[src/rtl/sram_port_arbiter.sv]
// Two-requester round-robin arbiter in front of a single-port, 1-cycle-latency SRAM macro.
// Optional power-on zero-fill sweep is built when SRAM_ARB_INIT_EN is defined.
`timescale 1ns/1ps
module sram_port_arbiter #(
    parameter int ADDR_W = 9,
    parameter int DEPTH  = 512,
    parameter int DATA_W = 104,
    parameter int MASK_W = 8
) (
    input  logic              clock,
    input  logic              reset_n,
    input  logic              a_req_valid,
    output logic              a_req_ready,
    input  logic              a_req_wmode,
    input  logic [ADDR_W-1:0] a_req_addr,
    input  logic [MASK_W-1:0] a_req_wmask,
    input  logic [DATA_W-1:0] a_req_wdata,
    output logic              a_resp_valid,
    output logic [DATA_W-1:0] a_resp_rdata,
    input  logic              b_req_valid,
    output logic              b_req_ready,
    input  logic              b_req_wmode,
    input  logic [ADDR_W-1:0] b_req_addr,
    input  logic [MASK_W-1:0] b_req_wmask,
    input  logic [DATA_W-1:0] b_req_wdata,
    output logic              b_resp_valid,
    output logic [DATA_W-1:0] b_resp_rdata,
    output logic              sram_en,
    output logic              sram_wmode,
    output logic [ADDR_W-1:0] sram_addr,
    output logic [MASK_W-1:0] sram_wmask,
    output logic [DATA_W-1:0] sram_wdata,
    input  logic [DATA_W-1:0] sram_rdata,
    output logic              init_done
);

    localparam logic OWN_A = 1'b0;
    localparam logic OWN_B = 1'b1;

    if (DEPTH != (1 << ADDR_W)) begin : g_bad_depth
        $error("sram_port_arbiter: DEPTH must equal 2**ADDR_W");
    end

    logic run;
    logic grant_a;
    logic grant_b;
    logic rr_last;
    logic pending;
    logic owner;
    logic [DATA_W-1:0] a_rdata_q;
    logic [DATA_W-1:0] b_rdata_q;

`ifdef SRAM_ARB_INIT_EN
    typedef enum logic {ST_INIT, ST_RUN} state_t;

    state_t            state;
    state_t            state_next;
    logic [ADDR_W-1:0] init_cnt;
    logic [ADDR_W-1:0] init_cnt_next;
    logic              sweep;

    always_ff @(posedge clock or negedge reset_n) begin
        if (!reset_n) begin
            state    <= ST_INIT;
            init_cnt <= '0;
        end else begin
            state    <= state_next;
            init_cnt <= init_cnt_next;
        end
    end

    // The sweep writes every address exactly once, then hands over to RUN for good.
    always_comb begin
        state_next    = state;
        init_cnt_next = init_cnt;
        if (state == ST_INIT) begin
            init_cnt_next = init_cnt + 1'b1;
            if (init_cnt == ADDR_W'(DEPTH - 1)) begin
                state_next = ST_RUN;
            end
        end
    end

    assign sweep = reset_n && (state == ST_INIT);
    assign run   = reset_n && (state == ST_RUN);
`else
    assign run = reset_n;
`endif

    assign init_done = run;

    // On a tie the requester that was not served last wins.
    assign grant_a = run && a_req_valid && (!b_req_valid || (rr_last == OWN_B));
    assign grant_b = run && b_req_valid && (!a_req_valid || (rr_last == OWN_A));

    assign a_req_ready = grant_a;
    assign b_req_ready = grant_b;

    always_comb begin
        sram_en    = 1'b0;
        sram_wmode = 1'b0;
        sram_addr  = '0;
        sram_wmask = '0;
        sram_wdata = '0;
`ifdef SRAM_ARB_INIT_EN
        if (sweep) begin
            sram_en    = 1'b1;
            sram_wmode = 1'b1;
            sram_addr  = init_cnt;
            sram_wmask = '1;
            sram_wdata = '0;
        end else
`endif
        if (grant_a) begin
            sram_en    = 1'b1;
            sram_wmode = a_req_wmode;
            sram_addr  = a_req_addr;
            sram_wmask = a_req_wmask;
            sram_wdata = a_req_wdata;
        end else if (grant_b) begin
            sram_en    = 1'b1;
            sram_wmode = b_req_wmode;
            sram_addr  = b_req_addr;
            sram_wmask = b_req_wmask;
            sram_wdata = b_req_wdata;
        end
    end

    // Track who was served last and which requester owns the read in flight.
    always_ff @(posedge clock or negedge reset_n) begin
        if (!reset_n) begin
            rr_last   <= OWN_B;
            pending   <= 1'b0;
            owner     <= OWN_A;
            a_rdata_q <= '0;
            b_rdata_q <= '0;
        end else begin
            if (grant_a) begin
                rr_last <= OWN_A;
            end else if (grant_b) begin
                rr_last <= OWN_B;
            end
            pending <= (grant_a && !a_req_wmode) || (grant_b && !b_req_wmode);
            owner   <= grant_b ? OWN_B : OWN_A;
            if (a_resp_valid) begin
                a_rdata_q <= sram_rdata;
            end
            if (b_resp_valid) begin
                b_rdata_q <= sram_rdata;
            end
        end
    end

    // Macro data is forwarded in the response cycle; the register keeps it afterwards.
    assign a_resp_valid = pending && (owner == OWN_A);
    assign b_resp_valid = pending && (owner == OWN_B);
    assign a_resp_rdata = a_resp_valid ? sram_rdata : a_rdata_q;
    assign b_resp_rdata = b_resp_valid ? sram_rdata : b_rdata_q;

endmodule

[config.mk]
export PLATFORM = sky130hd
export DESIGN_NAME = sram_port_arbiter
export DESIGN_NICKNAME = d
export VERILOG_FILES = /design/src/rtl/sram_port_arbiter.sv
export SDC_FILE = /design/constraint.sdc
export NUM_CORES = 1
export LEC_CHECK = 0
export CORE_AREA = 4 4 267 269
export DETAILED_ROUTE_END_ITERATION = 8
export DIE_AREA = 0 0 271 273
export MAX_ROUTING_LAYER = met4
export PLACE_DENSITY_LB_ADDON = 0.12
export SLEW_MARGIN = 25
export SYNTH_ARGS = -nofsm -noshare
export SYNTH_HDL_FRONTEND = slang
export SYNTH_SLANG_ARGS = --single-unit
export TNS_END_PERCENT = 50
[constraint.sdc]
create_clock -name clock -period 2.8 [get_ports clock]
set_input_delay 0.56 -clock clock [delete_from_list [all_inputs] [get_ports clock]]
set_output_delay 0.56 -clock clock [all_outputs]
set_load 0.005 [all_outputs]
## Yosys cells after proc, flatten, opt, wreduce, memory -nomap -nowiden

Index checks and enable logic that the tools add are counted.

| storage, ports and cells | value |
|---|---|
| register bits after elaboration | 211 |
| output and inout bits | 336 |
| logic and storage cells | 37 |

| operators by class | value |
|---|---|
| muxes and demuxes | 14 |
| bitwise logic cells | 2 |
| reduce and logical (&&, ||, !) cells | 16 |

Operators with widths:

| operator | number |
|---|---|
| $mux 104 | 4 |
| $mux 9 | 2 |
| $mux 8 | 2 |
| $logic_and 1x1->1 | 8 |
| $mux 1 | 6 |
| $logic_not 1->1 | 4 |
| $logic_or 1x1->1 | 3 |
| $not 1->1 | 2 |
| $reduce_bool 2->1 | 1 |

## Logic depth before layout (Yosys ltp)

| logic depth | value |
|---|---|
| word-level depth | 5 |
| depth in mapped cells | 5 |

## Worst setup path after synthesis

OpenSTA, ideal clock, no wires.

| timing path | value |
|---|---|
| path type | in2out |
| start | input b_req_valid |
| end | output sram_wdata[100] |
| arrival | 1376 ps |
| required time | 2240 ps |
| slack | 864 ps |
| stages | 5 |
| buffers on the path | 3 |
| cell sequence | nor2b_1 > buf_6 > buf_6 > buf_2 > o32ai_1 |

| between the ends | value |
|---|---|
| longest elaborated chain between the ends | 4 |
| elaborated cells on any way between the ends | 7 |

Ends and longest elaborated chain:

| item | line | source |
|---|---|---|
| start: declaration | 20 | `input logic b_req_valid,` |
| $logic_and 1x1->1 or $logic_not 1->1 (tied branches) | 94, 93 |  |
| $logic_and 1x1->1 or $logic_or 1x1->1 (tied branches) | 94, 93 |  |
| $mux 104 or $logic_and 1x1->1 (tied branches) | 120, 93 |  |
| $mux 104 (*) | 114 | `if (grant_a) begin` |
| end: declaration | 32 | `output logic [DATA_W-1:0] sram_wdata,` |

Mark *: on every way between the ends. The rest lies on a longest branch, timed or not.

## Final worst setup path

| timing path | value |
|---|---|
| start | register rr_last |
| end | output sram_wdata[63] |

| between the ends | value |
|---|---|
| longest elaborated chain between the ends | 5 |
| elaborated cells on any way between the ends | 7 |

Ends and longest elaborated chain:

| item | line | source |
|---|---|---|
| start: declaration | 47 | `logic rr_last;` |
| start signal: assignment | 132 | `rr_last <= OWN_B;` |
| start signal: assignment | 139 | `rr_last <= OWN_A;` |
| start signal: assignment | 141 | `rr_last <= OWN_B;` |
| $not 1->1 | 94 | `assign grant_b = run && b_req_valid && (!a_req_valid \|\| (rr_last == OWN_A));` |
| $logic_or 1x1->1 | 94 |  |
| $logic_and 1x1->1 | 94 |  |
| $mux 104 | 120 | `end else if (grant_b) begin` |
| $mux 104 (*) | 114 |  |

Marks and branches as above.

==> qor.csv <==
stage,metric,value,unit
place,gpl congestion,0.9946,
clock_tree,CTS tree,yes,
sta,Max Fclk,355.4,MHz
yosys,Syn Area/Cell,11.60,um2
run,reported max-cap violation count,0,
power,power density over the cells,614.0,nW/um2
power,leakage power,9.455,nW
clock_tree,clk buf depth,3,
worst_setup_path,Worst Path Buf+Inv,4,
layout,most frequent cells in the layout,"clkdlybuf4s50_1 (361), nand2_1 (245), dfrtp_1 (208)",
yosys,simple-gate share of the synthesized area,0.09292,
sta,Clock Skew,0.006548,ns
yosys,synthesized area,10370,um2
yosys,register area share after synthesis,0.5094,
sta,Final Setup Violations,4,
outcome,violated checks,negative setup slack,
sta,minimum clock period,2.814,ns
drt,Initial DRC Count,392,
worst_setup_path,Worst path slowest cell,dfstp_2,
drt,WL/cell,23.37,um
yosys,xor/xnor share of the synthesized area,0,
sta,TNS Setup,-0.03027,ns
clock_tree,H-tree Lvls,1,
worst_setup_path,CP Capture Type,output port,
drt,DR vias/cell,3.949,
yosys,post-synthesis mux area share,0.2436,
clock_tree,CTS root buf,clkbuf_16,
floorplan,Die H,273,um
grt,vias in the first global route,11084,
worst_setup_path,worst reg-to-reg path cell count,8,
place,Placed Area,18830,um2
drt,Pre-antenna DRT Iters,5,
worst_setup_path,Critical Path Start,rr_last$_DFFE_PN1P_,
sta,RSZ-0062 raised after global routing,yes,
clock_tree,Clock Sinks,211,
worst_setup_path,"CP delay by family, top",buffers and inverters,
layout,"most common cell after layout, fill and taps aside",clkdlybuf4s50_1,
drt,Post-Route WL,61030,um
grt,total track usage,0.1571,
drt,Final ANT Viol Nets,0,
layout,layout cells sized above 1,0.2974,
layout,post-route cell area,20810,um2
floorplan,Die Width,271,um
place,IO Port Bufs,687,
floorplan,I/O pin count,688,
power,worst IR drop on VDD,0.3795,mV
sta,Worst Tran Pin Value,0.8550,ns
worst_setup_path,worst r2r src,pending$_DFF_PN0_,
layout,Layout Nets,2004,
worst_setup_path,r2r endpoint,a_rdata_q[1]$_DFF_PN0_,
sta,Final Hold Viols,0,
worst_setup_path,startpoint type of the worst setup path,register,
yosys,Synth cell types,17,
clock_tree,clk slew on worst S/H paths,0.06,ns
outcome,run status,"complete, but fails checks",
clock_tree,CTS buffer count,26,
sta,period utilisation layout,1.005,
grt,global-route wire length before repair,83370,um
worst_setup_path,crit-path cells,"buf_6, a21bo_4, buf_6, buf_12, o32ai_2, dlygate4sd2_1",
yosys,synthesized net count,1246,
worst_setup_path,CP peak stage delay,0.58,ns
yosys,Synth Area in Adders,0,
drt,Via Count,10311,
worst_setup_path,crit-path max FO,27,
grt,largest net degree at the start of global routing,141,
worst_setup_path,Stages on worst setup path,6,
sta,"Slew Viols, Final",0,
worst_setup_path,CP most frequent cell,buf_6,
worst_setup_path,r2r setup slk,1.01,ns
floorplan,Core Rows,96,
floorplan,Core Region,68590,um2
place,HPWL after DPL,46960,um
clock_tree,Worst-Skew Late Latency,0.53,ns
yosys,"FF+latch count, synth",211,
layout,Area growth syn-to-layout,100.7,%
sta,final worst slack,-0.01398,ns
yosys,Gate Count Post-Synth,894,
yosys,Compound-Gate Fraction of Synth Area,0.1057,
yosys,Ys Warns,0,
hold_path,Hold Crit Class,in -> async,
worst_setup_path,Setup crit end,sram_wdata[63],
drt,detailed-route DRC error count,0,
grt,GR Overflow Total,0,
worst_setup_path,CP Class,reg -> out,
floorplan,total die area,73980,um2
worst_setup_path,CP required,2.24,ns
worst_setup_path,WP data arrival,2.25,ns
yosys,largest family of logic cells by synthesized area,multiplexers,
clock_tree,CTS Hold Buffers Added,0,
sta,Worst slew margin,0.4300,
floorplan,Starting Density,0.1512,
grt,initial antenna violation count,9,
-- worst min-delay path by stage --
| stage | end | slack [ns] | cells after the start |
|---|---|---|---|
| floorplan | a_rdata_q[0]$_DFF_PN0_ | 0.26 | 0 |
| global placement | a_rdata_q[83]$_DFF_PN0_ | 0.48 | 1 |
| detailed placement | a_rdata_q[73]$_DFF_PN0_ | 0.48 | 1 |
| CTS | pending$_DFF_PN0_ | 0.01 | 2 |
| global route | pending$_DFF_PN0_ | 0.03 | 2 |
| finish | pending$_DFF_PN0_ | 0.03 | 2 |
-- layout make-up --
| type | count | area, um2 |
|---|---|---|
| fillers | 7045 | 47770 |
| repair buffers | 821 | 8491 |
| flip-flops and latches | 211 | 5284 |
| multi-input cells | 589 | 4980 |
| well taps | 931 | 1165 |
| clock buffers | 41 | 798.3 |
| clock inverters | 6 | 57.56 |
| diodes | 9 | 22.52 |
| inverters | 3 | 13.76 |
-- worst register-to-register path, cell delays in order, from the launching register on --
cell     delay [ns]
dfrtp_2        0.44
nor2b_4        0.15
buf_12         0.14
buf_16         0.15
buf_12         0.15
buf_6          0.11
buf_6          0.10
mux2_4         0.30
buf_4          0.14
-- synthesized netlist by cell type --
| cell | n | area, um2 |
|---|---|---|
| dfstp_2 | 1 | 26.28 |
| dfrtp_1 | 210 | 5255 |
| o32ai_1 | 123 | 1077 |
| a21bo_2 | 1 | 10.01 |
| a22o_1 | 1 | 8.760 |
| nor2_1 | 4 | 15.01 |
| buf_6 | 8 | 90.09 |
| inv_2 | 1 | 3.750 |
| inv_1 | 2 | 7.510 |
| buf_2 | 41 | 205.2 |
| nand2_1 | 246 | 923.4 |
| mux2_4 | 49 | 735.7 |
| mux2_2 | 159 | 1790 |
| buf_4 | 8 | 60.06 |
| clkbuf_1 | 36 | 135.1 |
| nor2b_1 | 2 | 12.51 |
| nand2b_1 | 2 | 12.51 |
-- registers in the layout, summed over array words and instances (netlist names) --
| name | flops |
|---|---|
| a_rdata_q | 104 |
| b_rdata_q | 104 |
| rr_last | 1 |
| pending | 1 |
| owner | 1 |
-- cell families (layout without fill, tap and decap cells) --
kind of cell / Yosys count / after routing
AND/OR/NAND/NOR: 254 / 254
flip-flops: 211 / 211
multiplexers: 208 / 208
AO/OA/AOI/OAI: 125 / 127
buffers and inverters: 96 / 871
other: 0 / 9
-- layer usage --
layer  GRT usage  share of wire  vias to the layer above
li1            -              -                     4760
met1      0.1608           0.36                     5039
met5           -              0                        -
met2      0.2961           0.54                      459
met3     0.04811          0.077                       53
met4     0.03288          0.022                        0
-- power breakdown --
| part | switching [mW] | internal, mW | leakage (nW) |
|---|---|---|---|
| clock | 1.31 | 2.03 | 0.421 |
| sequential | 0.220 | 3.99 | 2.47 |
| combinational | 2.16 | 3.06 | 6.56 |
| total | 3.69 | 9.08 | 9.46 |
-- repair_timing --
item                       4_1_cts  5_1_grt
pin swaps                        1        1
buffers inserted                27       24
cloned                          11        4
resized for setup              428      221
setup endpoints to repair      322      169
-- stage by stage --
| step | setup WS, ns | utilization | total power, mW | hold WS [ns] | instances |
|---|---|---|---|---|---|
| detailed placement | -0.3585 | 0.2745 | 9.834 | 0.4786 | 2491 |
| floorplan | 0.8636 | - | 6.054 | 0.2644 | 894 |
| global route | -0.09550 | 0.3034 | 13.58 | 0.03102 | 2610 |
| global placement | -0.3511 | 0.2745 | 9.795 | 0.4757 | 2491 |
| finish | -0.01398 | 0.3034 | 12.78 | 0.03484 | 2611 |
| CTS | -0.2097 | 0.2952 | 13.07 | 0.01137 | 2576 |
(Power assumes the default switching activity.)
